$ cat src/rtl/sram_input_loader.sv
// Packs a serial 16-bit activation stream into ten-lane rows for the input SRAMs.
// Define LOADER_ZERO_PAD_EN to write a partial final row with zero-filled lanes.
module sram_input_loader #(
    parameter int DATA_W = 16,
    parameter int ADDR_W = 10,
    parameter int DEPTH  = 1024
) (
    input  logic              clk,
    input  logic              reset,
    input  logic              start,
    input  logic              in_valid,
    input  logic [DATA_W-1:0] in_data,
    input  logic              in_last,
    output logic              in_ready,
    output logic              we,
    output logic [ADDR_W-1:0] address,
    output logic [DATA_W-1:0] d1,
    output logic [DATA_W-1:0] d2,
    output logic [DATA_W-1:0] d3,
    output logic [DATA_W-1:0] d4,
    output logic [DATA_W-1:0] d5,
    output logic [DATA_W-1:0] d6,
    output logic [DATA_W-1:0] d7,
    output logic [DATA_W-1:0] d8,
    output logic [DATA_W-1:0] d9,
    output logic [DATA_W-1:0] d10,
    output logic              busy,
    output logic              done,
    output logic [ADDR_W:0]   rows_written
);

    typedef enum logic [1:0] {IDLE, FILL, WRITE, DONE} state_t;

    localparam int                LANES     = 10;
    localparam logic [ADDR_W-1:0] LAST_ROW  = ADDR_W'(DEPTH - 1);
    localparam logic [3:0]        LAST_LANE = 4'd9;

    state_t                         state_q, state_d;
    logic [3:0]                     lane_q, lane_d;
    logic [ADDR_W-1:0]              row_q, row_d;
    logic [ADDR_W:0]                rows_q, rows_d;
    logic [LANES-1:0][DATA_W-1:0]   buf_q, buf_d;
    logic [LANES-1:0][DATA_W-1:0]   dout_q, dout_d;
    logic                           last_q, last_d;
    logic                           pad_row;

`ifdef LOADER_ZERO_PAD_EN
    assign pad_row = 1'b1;
`else
    assign pad_row = 1'b0;
`endif

    always_comb begin
        state_d = state_q;
        lane_d  = lane_q;
        row_d   = row_q;
        rows_d  = rows_q;
        buf_d   = buf_q;
        dout_d  = dout_q;
        last_d  = last_q;
        unique case (state_q)
            IDLE: begin
                if (start) begin
                    state_d = FILL;
                    lane_d  = '0;
                    row_d   = '0;
                    rows_d  = '0;
                    buf_d   = '0;
                    dout_d  = '0;
                    last_d  = 1'b0;
                end
            end
            FILL: begin
                if (in_valid) begin
                    for (int i = 0; i < LANES; i++) begin
                        if (lane_q == 4'(i)) buf_d[i] = in_data;
                    end
                    if (lane_q == LAST_LANE || in_last) begin
                        last_d = in_last;
                        // Output lanes latch the finished row; the fill buffer restarts at zero.
                        if (lane_q == LAST_LANE || pad_row) begin
                            state_d = WRITE;
                            dout_d  = buf_d;
                        end else begin
                            state_d = DONE;
                        end
                        buf_d = '0;
                    end else begin
                        lane_d = lane_q + 4'd1;
                    end
                end
            end
            WRITE: begin
                rows_d = rows_q + 1'b1;
                lane_d = '0;
                if (last_q || row_q == LAST_ROW) begin
                    state_d = DONE;
                end else begin
                    row_d   = row_q + 1'b1;
                    state_d = FILL;
                end
            end
            DONE: begin
                state_d = IDLE;
            end
            default: begin
                state_d = IDLE;
            end
        endcase
    end

    always_ff @(posedge clk) begin
        if (reset) begin
            state_q <= IDLE;
            lane_q  <= '0;
            row_q   <= '0;
            rows_q  <= '0;
            buf_q   <= '0;
            dout_q  <= '0;
            last_q  <= 1'b0;
        end else begin
            state_q <= state_d;
            lane_q  <= lane_d;
            row_q   <= row_d;
            rows_q  <= rows_d;
            buf_q   <= buf_d;
            dout_q  <= dout_d;
            last_q  <= last_d;
        end
    end

    assign in_ready     = (state_q == FILL);
    assign we           = (state_q == WRITE);
    assign busy         = (state_q != IDLE);
    assign done         = (state_q == DONE);
    assign address      = row_q;
    assign rows_written = rows_q;
    assign d1           = dout_q[0];
    assign d2           = dout_q[1];
    assign d3           = dout_q[2];
    assign d4           = dout_q[3];
    assign d5           = dout_q[4];
    assign d6           = dout_q[5];
    assign d7           = dout_q[6];
    assign d8           = dout_q[7];
    assign d9           = dout_q[8];
    assign d10          = dout_q[9];

endmodule
$ cat config.mk
export PLATFORM = sky130hd
export DESIGN_NAME = sram_input_loader
export DESIGN_NICKNAME = d
export VERILOG_FILES = /design/src/rtl/sram_input_loader.sv
export SDC_FILE = /design/constraint.sdc
export NUM_CORES = 1
export LEC_CHECK = 0
export BUFFER_PORTS_ARGS = -buffer_cell sky130_fd_sc_hd__buf_2
export CAP_MARGIN = 20
export CORE_ASPECT_RATIO = 0.75
export CORE_MARGIN = 1.5
export CORE_UTILIZATION = 48
export CTS_BUF_LIST = sky130_fd_sc_hd__clkbuf_16
export CTS_CLUSTER_SIZE = 20
export DETAILED_ROUTE_END_ITERATION = 16
export PLACE_DENSITY_LB_ADDON = 0.3
export SLEW_MARGIN = 25
export SYNTH_ARGS = -nofsm -noshare
export SYNTH_HDL_FRONTEND = slang
export SYNTH_SLANG_ARGS = --single-unit
$ cat constraint.sdc
create_clock -name clk -period 4.68 [get_ports clk]
set_input_delay 0.468 -clock clk [delete_from_list [all_inputs] [get_ports clk]]
set_output_delay 0.468 -clock clk [all_outputs]
set_load 0.02 [all_outputs]
# Word-level counts from Yosys, hierarchy flattened
# Index checks and enable logic that the tools add are counted.
# totals
reg_bits	348
inputBits	21
output_inout_bits	185
word_cells	99
# classes
reduce_logical	15
n_eq_ne	19
muxes	37
addsub	3
# ops
cell	count
2-to-1 mux 160 bit	6
one-hot mux 160 bit (2 select lines)	2
2-to-1 mux 16 bit	10
one-hot mux 11 bit (2 select lines)	1
2-to-1 mux 10 bit	2
one-hot mux 10 bit (2 select lines)	1
== test 4 x 3 -> 1 bit, second input constant	4
2-to-1 mux 4 bit	3
one-hot mux 4 bit (3 select lines)	1
adder 11 x 1 -> 11 bit, second input constant	1
2-to-1 mux 11 bit	1
adder 10 x 1 -> 10 bit, second input constant	1
== test 10 bit, second input constant	1
AND reduction 3 bit	3
== test 4 x 2 -> 1 bit, second input constant	2
== test 4 bit, second input constant	2
2-to-1 mux 2 bit	4
!= test 2 bit, second input constant	4
one-hot mux 2 bit (4 select lines)	1
AND reduction 4 bit	2
nonzero test 2 bit	3
AND reduction 5 bit	1
adder 4 x 1 -> 4 bit, second input constant	1
== test 2 bit, second input constant	2
10 further kinds	15

# Longest topological paths before layout
# Gate-level depths: netlist of run 1.
# logic_depth
word_depth	6
ltp_mapped	9
ltp_nobuf	6

# Worst setup path before layout of run 1
# No wires, ideal clock.
# synth_path
path_type	flip-flop to flip-flop
start	register lane_q[0]
end	register buf_q[10] in the netlist's numbering
setup_time_ns	0.128
n_path_buf	1
t_arrival_ns	1.744
synth_period_minus_slack_ns	1.871
stages_incl_launch_ff	8
t_required_ns	4.552
setup_slack_ns	2.809
cell_sequence	dfxtp_1 -> inv_1 -> ha_1 -> nor3b_4 -> buf_2 -> mux2_2 -> a22oi_1 -> nor2_1
# synth_between
elab_chain_cells	5
word_cells_on_any_way	7
classes_between	eq/ne (1); mux (4); reduce/logical (2)
# synth_rtl
element	line	source
start, declared	39	logic [3:0] lane_q, lane_d;
start signal, assigned	123	lane_q <= lane_d;
logical NOT 4 bit or == test 4 bit (tied branches)	76, 78	
2-to-1 mux 16 bit or logical OR 1 bit (tied branches)	76, 78	
2-to-1 mux 160 bit (*)	78	if (lane_q == LAST_LANE || in_last) begin
2-to-1 mux 160 bit (*)	74	if (in_valid) begin
one-hot mux 160 bit (2 select lines) (*)	61	unique case (state_q)
end signal, assigned	126	buf_q <= buf_d;
end, declared	42	logic [LANES-1:0][DATA_W-1:0] buf_q, buf_d;
# Every way passes the cells marked *; elsewhere a longest branch is shown, timed or not. The select of a mux whose other input is x is not followed.
# A chain may end at the register's enable or synchronous reset.

# Worst setup path after layout of run 1
# layout_path
start	register lane_q[2]
end	register dout_q, in the netlist d2[6]
# layout_between
elab_chain_cells	6
word_cells_on_any_way	11
classes_between	eq/ne (4); mux (5); reduce/logical (2)
# layout_rtl
element	line	source
== test 4 x 1 -> 1 bit	76	if (lane_q == 4'(i)) buf_d[i] = in_data;
2-to-1 mux 16 bit	76	
2-to-1 mux 160 bit	81	if (lane_q == LAST_LANE || pad_row) begin
2-to-1 mux 160 bit	78	
2-to-1 mux 160 bit	74	
one-hot mux 160 bit (2 select lines)	61	
end signal, assigned	127	dout_q <= dout_d;
end, declared	43	logic [LANES-1:0][DATA_W-1:0] dout_q, dout_d;
# Several ways; a longest one is shown, not always the timed one. The select of a mux whose other input is x is not followed.

==> results of run 1 <==
[critical path: stages (launching register included)]
cell and delay [ns]:
sky130_fd_sc_hd__dfxtp_1 0.78, sky130_fd_sc_hd__nand3b_1 0.28, sky130_fd_sc_hd__a221o_4 0.76, sky130_fd_sc_hd__buf_4 0.55, sky130_fd_sc_hd__a22oi_1 0.18, sky130_fd_sc_hd__nor2_1 0.12
[worst paths after layout]
| check | to | depth (start not counted) | slack, ns | start |
|---|---|---|---|---|
| max | d2[6]$_SDFFE_PP0P_ | 5 | 1.85 | lane_q[2]$_SDFFE_PP0P_ |
| min | last_q$_SDFFE_PP0P_ | 3 | 0.31 | in_valid |
| max reg2reg | d2[6]$_SDFFE_PP0P_ | 5 | 1.85 | lane_q[2]$_SDFFE_PP0P_ |
| min reg2reg | d7[2]$_SDFFE_PP0P_ | 2 | 0.49 | d7[2]$_SDFFE_PP0P_ |
[cell type report]
class	instances	area (um^2)	area share
Antenna cell	1	2.50	0.000161
Clock buffer	37	926	0.0597
Clock inverter	24	153	0.00984
Inverter	10	37.5	0.00242
Multi-Input combinational cell	912	6180	0.398
Sequential cell	332	6650	0.428
Tap cell	351	439	0.0283
Timing Repair Buffer	214	1130	0.0730
[stage by stage]
step	total power, W	instance area [um^2]	setup slack, ns
finish	0.00576	15500	1.85
detailed placement	0.00319	14400	1.89
CTS	0.00581	15500	1.88
floorplan	0.00310	13400	2.81
global route	0.00596	15500	1.65
global placement	0.00319	14400	1.98
[report_power, final]
part / total, W / switching (W) / internal [W]
registers: 0.00284 / 0.00000753 / 0.00283
clock network: 0.00263 / 0.00110 / 0.00153
logic: 0.000296 / 0.000246 / 0.0000498
[cell usage after synthesis, drive strengths merged (3+ instances only)]
cell,number
and2,4
nand2,16
nor3b,6
clkbuf,80
dfxtp,332
nand2b,6
and3,4
mux2,145
ha,6
nand4,6
o21ai,11
inv,10
buf,56
and4,4
xnor2,3
nor2,322
a21oi,17
nor3,6
a31oi,3
nand3b,7
mux2i,5
nand3,10
a22oi,306
[metal layers]
metal | vias up | global-route usage | part of all wire
met1 | 5419 | 0.375 | 0.46
met4 | 2 | 0.0788 | 0.023
met2 | 404 | 0.379 | 0.44
li1 | 5243 | - | -
met3 | 59 | 0.0454 | 0.075
met5 | - | 0 | 0.00034
[cells by family (layout without fill, tap and decap cells)]
| kind of cell | count (synthesis) | after routing | synth area share |
|---|---|---|---|
| compound gates | 352 | 352 | 0.194 |
| xor+xnor | 4 | 4 | 0.00261 |
| fa+ha+maj | 6 | 6 | 0.00559 |
| buf+inv | 146 | 285 | 0.0471 |
| flops | 332 | 332 | 0.495 |
| mux | 150 | 150 | 0.125 |
| other cells | 0 | 1 | 0 |
| simple gates | 400 | 400 | 0.131 |
==> results.cfg, run 1 <==
[sta]
final-setup-viol-count = 0
worst_hold_slack_ns = 0.313
finalHoldViolCount = 0
worst-slew-pin-transition_ns = 0.994
rsz0062_at_grt = false
clock_period_minus_worst_slack_ns = 2.83
final.period_utilization = 0.605
max_freq_mhz = 353
final_max_slew_violation_count = 0
totalNegativeSetupSlack_ns = 0
maxSlewHeadroom = 0.336
final_worst_clock_skew_ns = 0.0101

[finish]
flip_flop_count_of_the_largest_register_after_layout = 144
fillers = 2428
area.growth.synth_to_final_pct = 15.5
drive_gt1_frac = 0.265
final_net_count = 1531
final_common_cell = sky130_fd_sc_hd__dfxtp_1
regMostFlops = buf_q
finalCoreUtilization = 0.569
layout.cells.non_filler = 1881
layout_common_cells = 332 x sky130_fd_sc_hd__dfxtp_1, 322 x sky130_fd_sc_hd__nor2_1, 306 x sky130_fd_sc_hd__a22oi_1, 204 x sky130_fd_sc_hd__buf_2, 128 x sky130_fd_sc_hd__mux2_2

[yosys]
synth-edff-count = 0
yosys.area.top_type_share = 0.495
synthesis.instances = 1390
yosysSeqAreaShare = 0.495
netlist.top_cell.by_area = sky130_fd_sc_hd__dfxtp_1
synth.top_cells.by_area = sky130_fd_sc_hd__dfxtp_1 49%, sky130_fd_sc_hd__a22oi_1 17%, sky130_fd_sc_hd__mux2_2 11%
post_synthesis_cell_type_count = 56
synth_fp_nets = 1417
synth-seq-cells = 332
asyncSetResetFlopFracSynth = 0
postSynthAreaPerCell_um2 = 9.66
syn_area_um2 = 13400
flip_flop_cell_with_the_highest_count_after_synthesis = sky130_fd_sc_hd__dfxtp_1
yosys_warn_count = 0

[worst_setup_path]
arrival_ns = 3.26
critical_path_peak_fanout = 76
critical_path.endpoint_type = flop
criticalPathCategory = reg -> reg
critical_path.startpoint_type = flop
cp.required_ns = 5.11

[pwr]
ir_worst_vdd_mv = 0.209
p_leak_nw = 6.37
power_density_nw_per_um2 = 371

[status]
outcome = completed

[global_routing]
grt_pass1_vias = 10300
globalRouteOverflowTotal = 0
grt_antenna_before_repair = 1
pin_count_of_the_biggest_net_entering_global_routing = 200
wire_length_of_the_first_global_routing_pass_um = 58700
groute.usage.overall = 0.255

[detailed_routing]
routed_wl_um = 37700
via_count = 11100
route.detailed.wl_per_inst_um = 20.1
vias_per_cell = 5.92
drtIter0Drc = 951
drt_pass_1_iters = 5
post-route-drc-count = 0
drt.antenna.violating_nets = 0

[placement]
dp_cells = 1819
estimated_wirelength_of_the_detail_placed_design_um = 22700
gp_congestion = 0.842
numPortBuffers = 205

[clock_network]
ctsRootBufferMaster = sky130_fd_sc_hd__clkbuf_16
post_cts.repair.setup_buffers = 0
cts_num_sinks = 332
clock_tree.buffer_depth = 3
cts.repair.resized = 0
worst_skew_pair.late_latency_ns = 0.51
numCtsBuffers = 34
cts_max_level = 2
hold_buffers = 0
clk_transition_reported_paths_ns = 0.07
clock_tree_from_tritoncts = done

[floorplan]
design.die.area_um2 = 29000
core_um2 = 27300
std_cell_rows = 52
ioPinCount = 206
fp.dieH_um = 148
fp.dieW_um = 196
initial_core_util = 0.493

[min_path]
holdCritPathClass = in -> reg

[job]
max-cap-violations = 0
No activity file was read; power rests on OpenSTA's default activity.
==> inputs of run 2 (changes only) <==
--- a/config.mk
+++ b/config.mk
@@ -5,6 +5,7 @@
 export SDC_FILE = /design/constraint.sdc
 export NUM_CORES = 1
 export LEC_CHECK = 0
+export ABC_AREA = 1
 export BUFFER_PORTS_ARGS = -buffer_cell sky130_fd_sc_hd__buf_2
 export CAP_MARGIN = 20
 export CORE_ASPECT_RATIO = 0.75
==> constraint.sdc (replaced) <==
create_clock -name clk -period 2.6 [get_ports clk]
set_input_delay 0.26 -clock clk [delete_from_list [all_inputs] [get_ports clk]]
set_output_delay 0.26 -clock clk [all_outputs]
set_load 0.02 [all_outputs]
==> run 2 against run 1 <==
Worst hold slack worse by 0.25 ns. Utilization is 0.65 points lower. Critical path depth is 1 lower. Via count is 32% higher. Wire length is 13% higher. Sequential cell count is 16 higher. Area after synthesis is 11% higher. Final cell count is 45% higher. Combinational power grew to 9.6 times the previous value. Final area is 10% higher. Clock power is 84% higher. Sequential power is 110% higher. Critical endpoint is now in_ready. Largest cell class unchanged. Largest power group unchanged.
==> results.cfg, run 2 <==
[status]
outcome = completed

[finish]
design_area_um2 = 17100
area.growth.synth_to_final_pct = 14.5
sequential_cell_area_um2 = 6970
layout_common_cells = 860 x sky130_fd_sc_hd__nand2_1, 348 x sky130_fd_sc_hd__dfxtp_1, 204 x sky130_fd_sc_hd__buf_2, 188 x sky130_fd_sc_hd__nor2_1
drive_gt1_frac = 0.125
final_common_cell = sky130_fd_sc_hd__nand2_1
final_net_count = 2331
multi_input_gate_area_um2 = 6940
fillers = 2831
regMostFlops = buf_q
flip_flop_count_of_the_largest_register_after_layout = 160

[clock_network]
clk_transition_reported_paths_ns = 0.06
numCtsBuffers = 36
cts.repair.resized = 0
cts_max_level = 2
clock_tree_from_tritoncts = done
cts_num_sinks = 348
clock_tree.buffer_depth = 3
worst_skew_pair.late_latency_ns = 0.53
ctsRootBufferMaster = sky130_fd_sc_hd__clkbuf_16

[detailed_routing]
vias_per_cell = 5.37
drt.antenna.violating_nets = 0
drtIter0Drc = 1620
via_count = 14600
post-route-drc-count = 0
routed_wl_um = 42500
drt_pass_1_iters = 6
route.detailed.wl_per_inst_um = 15.6

[yosys]
synth_commonest_cells = 860 x sky130_fd_sc_hd__nand2_1, 348 x sky130_fd_sc_hd__dfxtp_1, 188 x sky130_fd_sc_hd__nor2_1
synth_fp_nets = 2220
synth.most_common_cell = sky130_fd_sc_hd__nand2_1
synth_top_family_by_area = simple AND/OR/NAND/NOR gates
synth-simple-area-share = 0.283
fraction_of_the_mapped_netlist_area_in_compound_gates = 0.175
yosys_warn_count = 0
asyncSetResetFlopFracSynth = 0
postSynthAreaPerCell_um2 = 6.80
yosys-mux-area-fraction = 0
synth.top_cells.by_area = sky130_fd_sc_hd__dfxtp_1 47%, sky130_fd_sc_hd__nand2_1 22%, sky130_fd_sc_hd__a21oi_1 5.9%
synth-seq-cells = 348
yosys.area.top_type_share = 0.467
post_synthesis_cell_type_count = 31
flip_flop_cell_with_the_highest_count_after_synthesis = sky130_fd_sc_hd__dfxtp_1
synthesis.instances = 2193
syn_area_um2 = 14900
synthXorXnorAreaFrac = 0.00117
synth_adder_area_share = 0.00503
netlist.top_cell.by_area = sky130_fd_sc_hd__dfxtp_1
yosysSeqAreaShare = 0.467
synth-edff-count = 0

[global_routing]
grt_pass1_vias = 13000
grt.met1_usage = 0.362
globalRouteOverflowTotal = 0
groute.usage.overall = 0.258
pin_count_of_the_biggest_net_entering_global_routing = 173
globalRoute.busiestLayer = met2
grt_antenna_before_repair = 4
wire_length_of_the_first_global_routing_pass_um = 67100
grtUsageMet3 = 0.0411
use_met2 = 0.402

[placement]
estimated_wirelength_of_the_detail_placed_design_um = 25300
numPortBuffers = 205
post_detailed_placement_cell_area_um2 = 16000
gp_congestion = 0.872

[floorplan]
initial_core_util = 0.492
fp.dieH_um = 156
core_um2 = 30300
design.die.area_um2 = 32200
fp.dieW_um = 207
ioPinCount = 206
std_cell_rows = 55

[sta]
totalNegativeSetupSlack_ns = 0
rsz0062_at_grt = false
clock_period_minus_worst_slack_ns = 2.19
max_freq_mhz = 457
final.period_utilization = 0.842
maxSlewHeadroom = 0.418
finalHoldViolCount = 0
final-setup-viol-count = 0
worst-slew-pin-transition_ns = 0.873
final_max_slew_violation_count = 0
final_worst_clock_skew_ns = 0.0148

[pwr]
clockPowerShare = 0.354
sw_frac_of_total = 0.324
ir_worst_vdd_mv = 0.486
seqPwrFrac = 0.438
comb_power_share = 0.208
switching_power_w = 0.00443
power.internal_w = 0.00923
p_leak_nw = 6.85
power_density_nw_per_um2 = 800

[worst_setup_path]
critical_path.endpoint_type = output port
criticalPathCategory = reg -> out
arrival_ns = 1.93
critical_path.startpoint_type = flop
cp.required_ns = 2.34
critical_path_peak_fanout = 167

[min_path]
holdCritPathClass = in -> reg

[job]
max-cap-violations = 0
-- run 2: metal layers --
| metal | vias up | wire, um | part of all wire |
|---|---|---|---|
| met2 | 555 | 19000 | 0.45 |
| li1 | 7251 | - | - |
| met3 | 93 | 3330 | 0.078 |
| met1 | 6744 | 19000 | 0.45 |
| met5 | - | 0 | 0 |
| met4 | 0 | 1220 | 0.029 |
-- run 2: critical path: stages, from the launching register on --
cell and delay, ns:
sky130_fd_sc_hd__dfxtp_1 0.37, sky130_fd_sc_hd__inv_2 0.08, sky130_fd_sc_hd__nor2_4 0.14, sky130_fd_sc_hd__buf_12 0.51
sky130_fd_sc_hd__buf_2 0.30
-- run 2: timing repair --
action | CTS | global route
hold buffers | 1 | 0
endpoints found under the hold margin | 7 | 0
setup buffers | 0 | 0
-- run 2: path summary, 6_finish.rpt --
path,from,end,slack [ns],depth (start not counted)
setup reg to reg,state_q[0]$_SDFFE_PP0P_,address[6]$_SDFFE_PP0P_,0.42,8
hold reg to reg,buf_q[7]$_SDFFE_PP0P_,buf_q[7]$_SDFFE_PP0P_,0.46,2
hold / removal,in_last,last_q$_SDFFE_PP0P_,0.06,3
setup / recovery,state_q[0]$_SDFFE_PP0P_,in_ready,0.41,4
-- run 2: layout make-up --
| class | instances | area share |
|---|---|---|
| Clock buffer | 37 | 0.0542 |
| Antenna cell | 2 | 0.000293 |
| Sequential cell | 348 | 0.408 |
| Inverter | 63 | 0.0138 |
| Clock inverter | 24 | 0.00835 |
| Tap cell | 399 | 0.0292 |
| Multi-Input combinational cell | 1624 | 0.406 |
| Timing Repair Buffer | 231 | 0.0796 |
-- run 2: logic make-up (layout without fill, tap and decap cells) --
logic type | after synthesis | count (layout)
and+or+nand+nor | 1097 | 1097
AOI/OAI and AO/OA | 519 | 519
DFF | 348 | 348
buffers and inverters | 221 | 355
adders and majority gates | 6 | 6
xor gates and xnor gates | 2 | 2
other | 0 | 2
-- run 2: power groups by stage --
stage	clock network, W	registers (W)	logic, W
final	0.00484	0.00598	0.00284
after global routing	0.00514	0.00603	0.00313
after CTS	0.00493	0.00598	0.00284
after detailed placement	0	0.00609	0.00283
after global placement	0	0.00608	0.00278
after floorplan	0	0.00652	0.00158
-- run 2: per-stage QoR --
| stage | hold slack, ns | utilization | power [W] | cells | worst slack (ns) |
|---|---|---|---|---|---|
| after global placement | 0.451 | 0.527 | 0.00886 | 2664 | 0.586 |
| after floorplan | 0.424 | - | 0.00810 | 2193 | 0.910 |
| after global routing | 0.0524 | 0.563 | 0.0143 | 2727 | 0.251 |
| after detailed placement | 0.455 | 0.527 | 0.00892 | 2664 | 0.508 |
| after CTS | 0.0466 | 0.562 | 0.0137 | 2726 | 0.291 |
| final | 0.0625 | 0.563 | 0.0137 | 2728 | 0.410 |
==> inputs of run 3 (changes only) <==
==> constraint.sdc (replaced) <==
create_clock -name clk -period 2.05 [get_ports clk]
set_input_delay 0.205 -clock clk [delete_from_list [all_inputs] [get_ports clk]]
set_output_delay 0.205 -clock clk [all_outputs]
set_load 0.02 [all_outputs]
==> run 3 against run 2 <==
Global-route usage fell by 0.42 points. Final area grew 1.7%. Highest routed layer unchanged. Critical path type is now reg -> reg. Sequential share of layout area shrank 0.66 points. Largest power group unchanged. Worst setup slack got worse by 0.29 ns.
==> results.cfg, run 3 (synthesized netlist as in run 2, its figures left out) <==
[status]
outcome = completed

[detailed_routing]
drt.antenna.violating_nets = 0
post-route-drc-count = 0
vias_per_cell = 5.36
drt_pass_1_iters = 5
via_count = 14700
route.detailed.wl_per_inst_um = 15.7
drtIter0Drc = 1612
routed_wl_um = 43000

[finish]
finalCoreUtilization = 0.572
drive_gt1_frac = 0.133
area.growth.synth_to_final_pct = 16.4
fillers = 2855
final_net_count = 2341
final_common_cell = sky130_fd_sc_hd__nand2_1
regMostFlops = buf_q
flip_flop_count_of_the_largest_register_after_layout = 160
design_area_um2 = 17400
layout_common_cells = 858 x sky130_fd_sc_hd__nand2_1, 344 x sky130_fd_sc_hd__dfxtp_1, 204 x sky130_fd_sc_hd__buf_2, 188 x sky130_fd_sc_hd__nor2_1

[clock_network]
cts_max_level = 2
worst_skew_pair.late_latency_ns = 0.53
clock_tree.buffer_depth = 3
cts_num_sinks = 348
numCtsBuffers = 36
clk_transition_reported_paths_ns = 0.06
ctsRootBufferMaster = sky130_fd_sc_hd__clkbuf_16
clock_tree_from_tritoncts = done

[sta]
totalNegativeSetupSlack_ns = 0
final_worst_clock_skew_ns = 0.0103
max_freq_mhz = 519
rsz0062_at_grt = true
final-setup-viol-count = 0
final.period_utilization = 0.940
worst-slew-pin-transition_ns = 0.864
final_max_slew_violation_count = 0
clock_period_minus_worst_slack_ns = 1.93
maxSlewHeadroom = 0.424
finalHoldViolCount = 0

[floorplan]
fp.dieW_um = 207
initial_core_util = 0.492
core_um2 = 30300
std_cell_rows = 55
design.die.area_um2 = 32200
fp.dieH_um = 156
ioPinCount = 206

[pwr]
design_power_total_w = 0.0176
power_density_nw_per_um2 = 1010
p_leak_nw = 7.00
ir_worst_vdd_mv = 0.690

[global_routing]
globalRouteOverflowTotal = 0
grt_antenna_before_repair = 1
grt_pass1_vias = 12800
pin_count_of_the_biggest_net_entering_global_routing = 176
wire_length_of_the_first_global_routing_pass_um = 66200
groute.usage.overall = 0.254

[worst_setup_path]
critical_path_peak_fanout = 108
arrival_ns = 2.31
critical_path.startpoint_type = flop
critical_path.endpoint_type = flop
cp.required_ns = 2.43
criticalPathCategory = reg -> reg

[min_path]
holdCritPathClass = in -> reg

[placement]
estimated_wirelength_of_the_detail_placed_design_um = 25300
post_detailed_placement_cell_area_um2 = 16100
gp_congestion = 0.851
numPortBuffers = 205

[job]
max-cap-violations = 0
run 3: per-layer routing:
| metal | routed length [um] | GRT usage | share of wire |
|---|---|---|---|
| met1 | 19700 | 0.367 | 0.46 |
| met2 | 19000 | 0.386 | 0.44 |
| met3 | 3390 | 0.0453 | 0.079 |
| met4 | 915 | 0.0745 | 0.021 |
| met5 | 0 | 0 | 0 |
run 3: stage by stage:
step	setup WS, ns	std cells	hold slack, ns
floorplan	0.360	2193	0.369
global placement	0.163	2668	0.402
detailed placement	0.0458	2668	0.407
CTS	0.0233	2733	0.0899
global route	-0.0296	2738	0.151
finish	0.122	2739	0.114
run 3: power breakdown:
group | total (W) | switching (W) | internal [W]
registers | 0.00759 | 0.000313 | 0.00728
clock network | 0.00628 | 0.00274 | 0.00354
logic | 0.00370 | 0.00259 | 0.00111
total | 0.0176 | 0.00564 | 0.0119
run 3: path summary, 6_finish.rpt:
path                            from                       to  slack [ns]  cells past startpoint
min reg2reg   buf_q[19]$_SDFFE_PP0P_   buf_q[19]$_SDFFE_PP0P_        0.46                      2
min                         in_valid  state_q[0]$_SDFFE_PP0P_        0.11                      6
max          state_q[1]$_SDFFE_PP0P_      d3[10]$_SDFFE_PP0P_        0.12                     10
max reg2reg  state_q[1]$_SDFFE_PP0P_      d3[10]$_SDFFE_PP0P_        0.12                     10
run 3: cell type report:
cell class,count,area (um^2),area share
multi-input cells,1624,6960,0.401
well taps,399,499,0.0287
inverters,63,236,0.0136
flip-flops and latches,348,6970,0.401
diodes,1,2.50,0.000144
clock inverters,26,180,0.0104
repair buffers,241,1590,0.0918
clock buffers,37,926,0.0533
run 3: worst max-delay path, cell delays in order, from the launching register on:
cell,delay [ns]
sky130_fd_sc_hd__dfxtp_2,0.40
sky130_fd_sc_hd__nor2_4,0.07
sky130_fd_sc_hd__nand2_1,0.10
sky130_fd_sc_hd__nand2_2,0.09
sky130_fd_sc_hd__inv_2,0.14
sky130_fd_sc_hd__nand2_8,0.08
sky130_fd_sc_hd__nor2_8,0.18
sky130_fd_sc_hd__buf_16,0.31
sky130_fd_sc_hd__nand2_1,0.11
sky130_fd_sc_hd__o21ai_1,0.10
sky130_fd_sc_hd__nor2_1,0.05
run 3: what timing repair did:
item                       4_1_cts  5_1_grt
buffers inserted                 0        2
resized for setup                0       16
hold buffers                     2        0
setup endpoints to repair        0      218
hold endpoints to repair         3        0
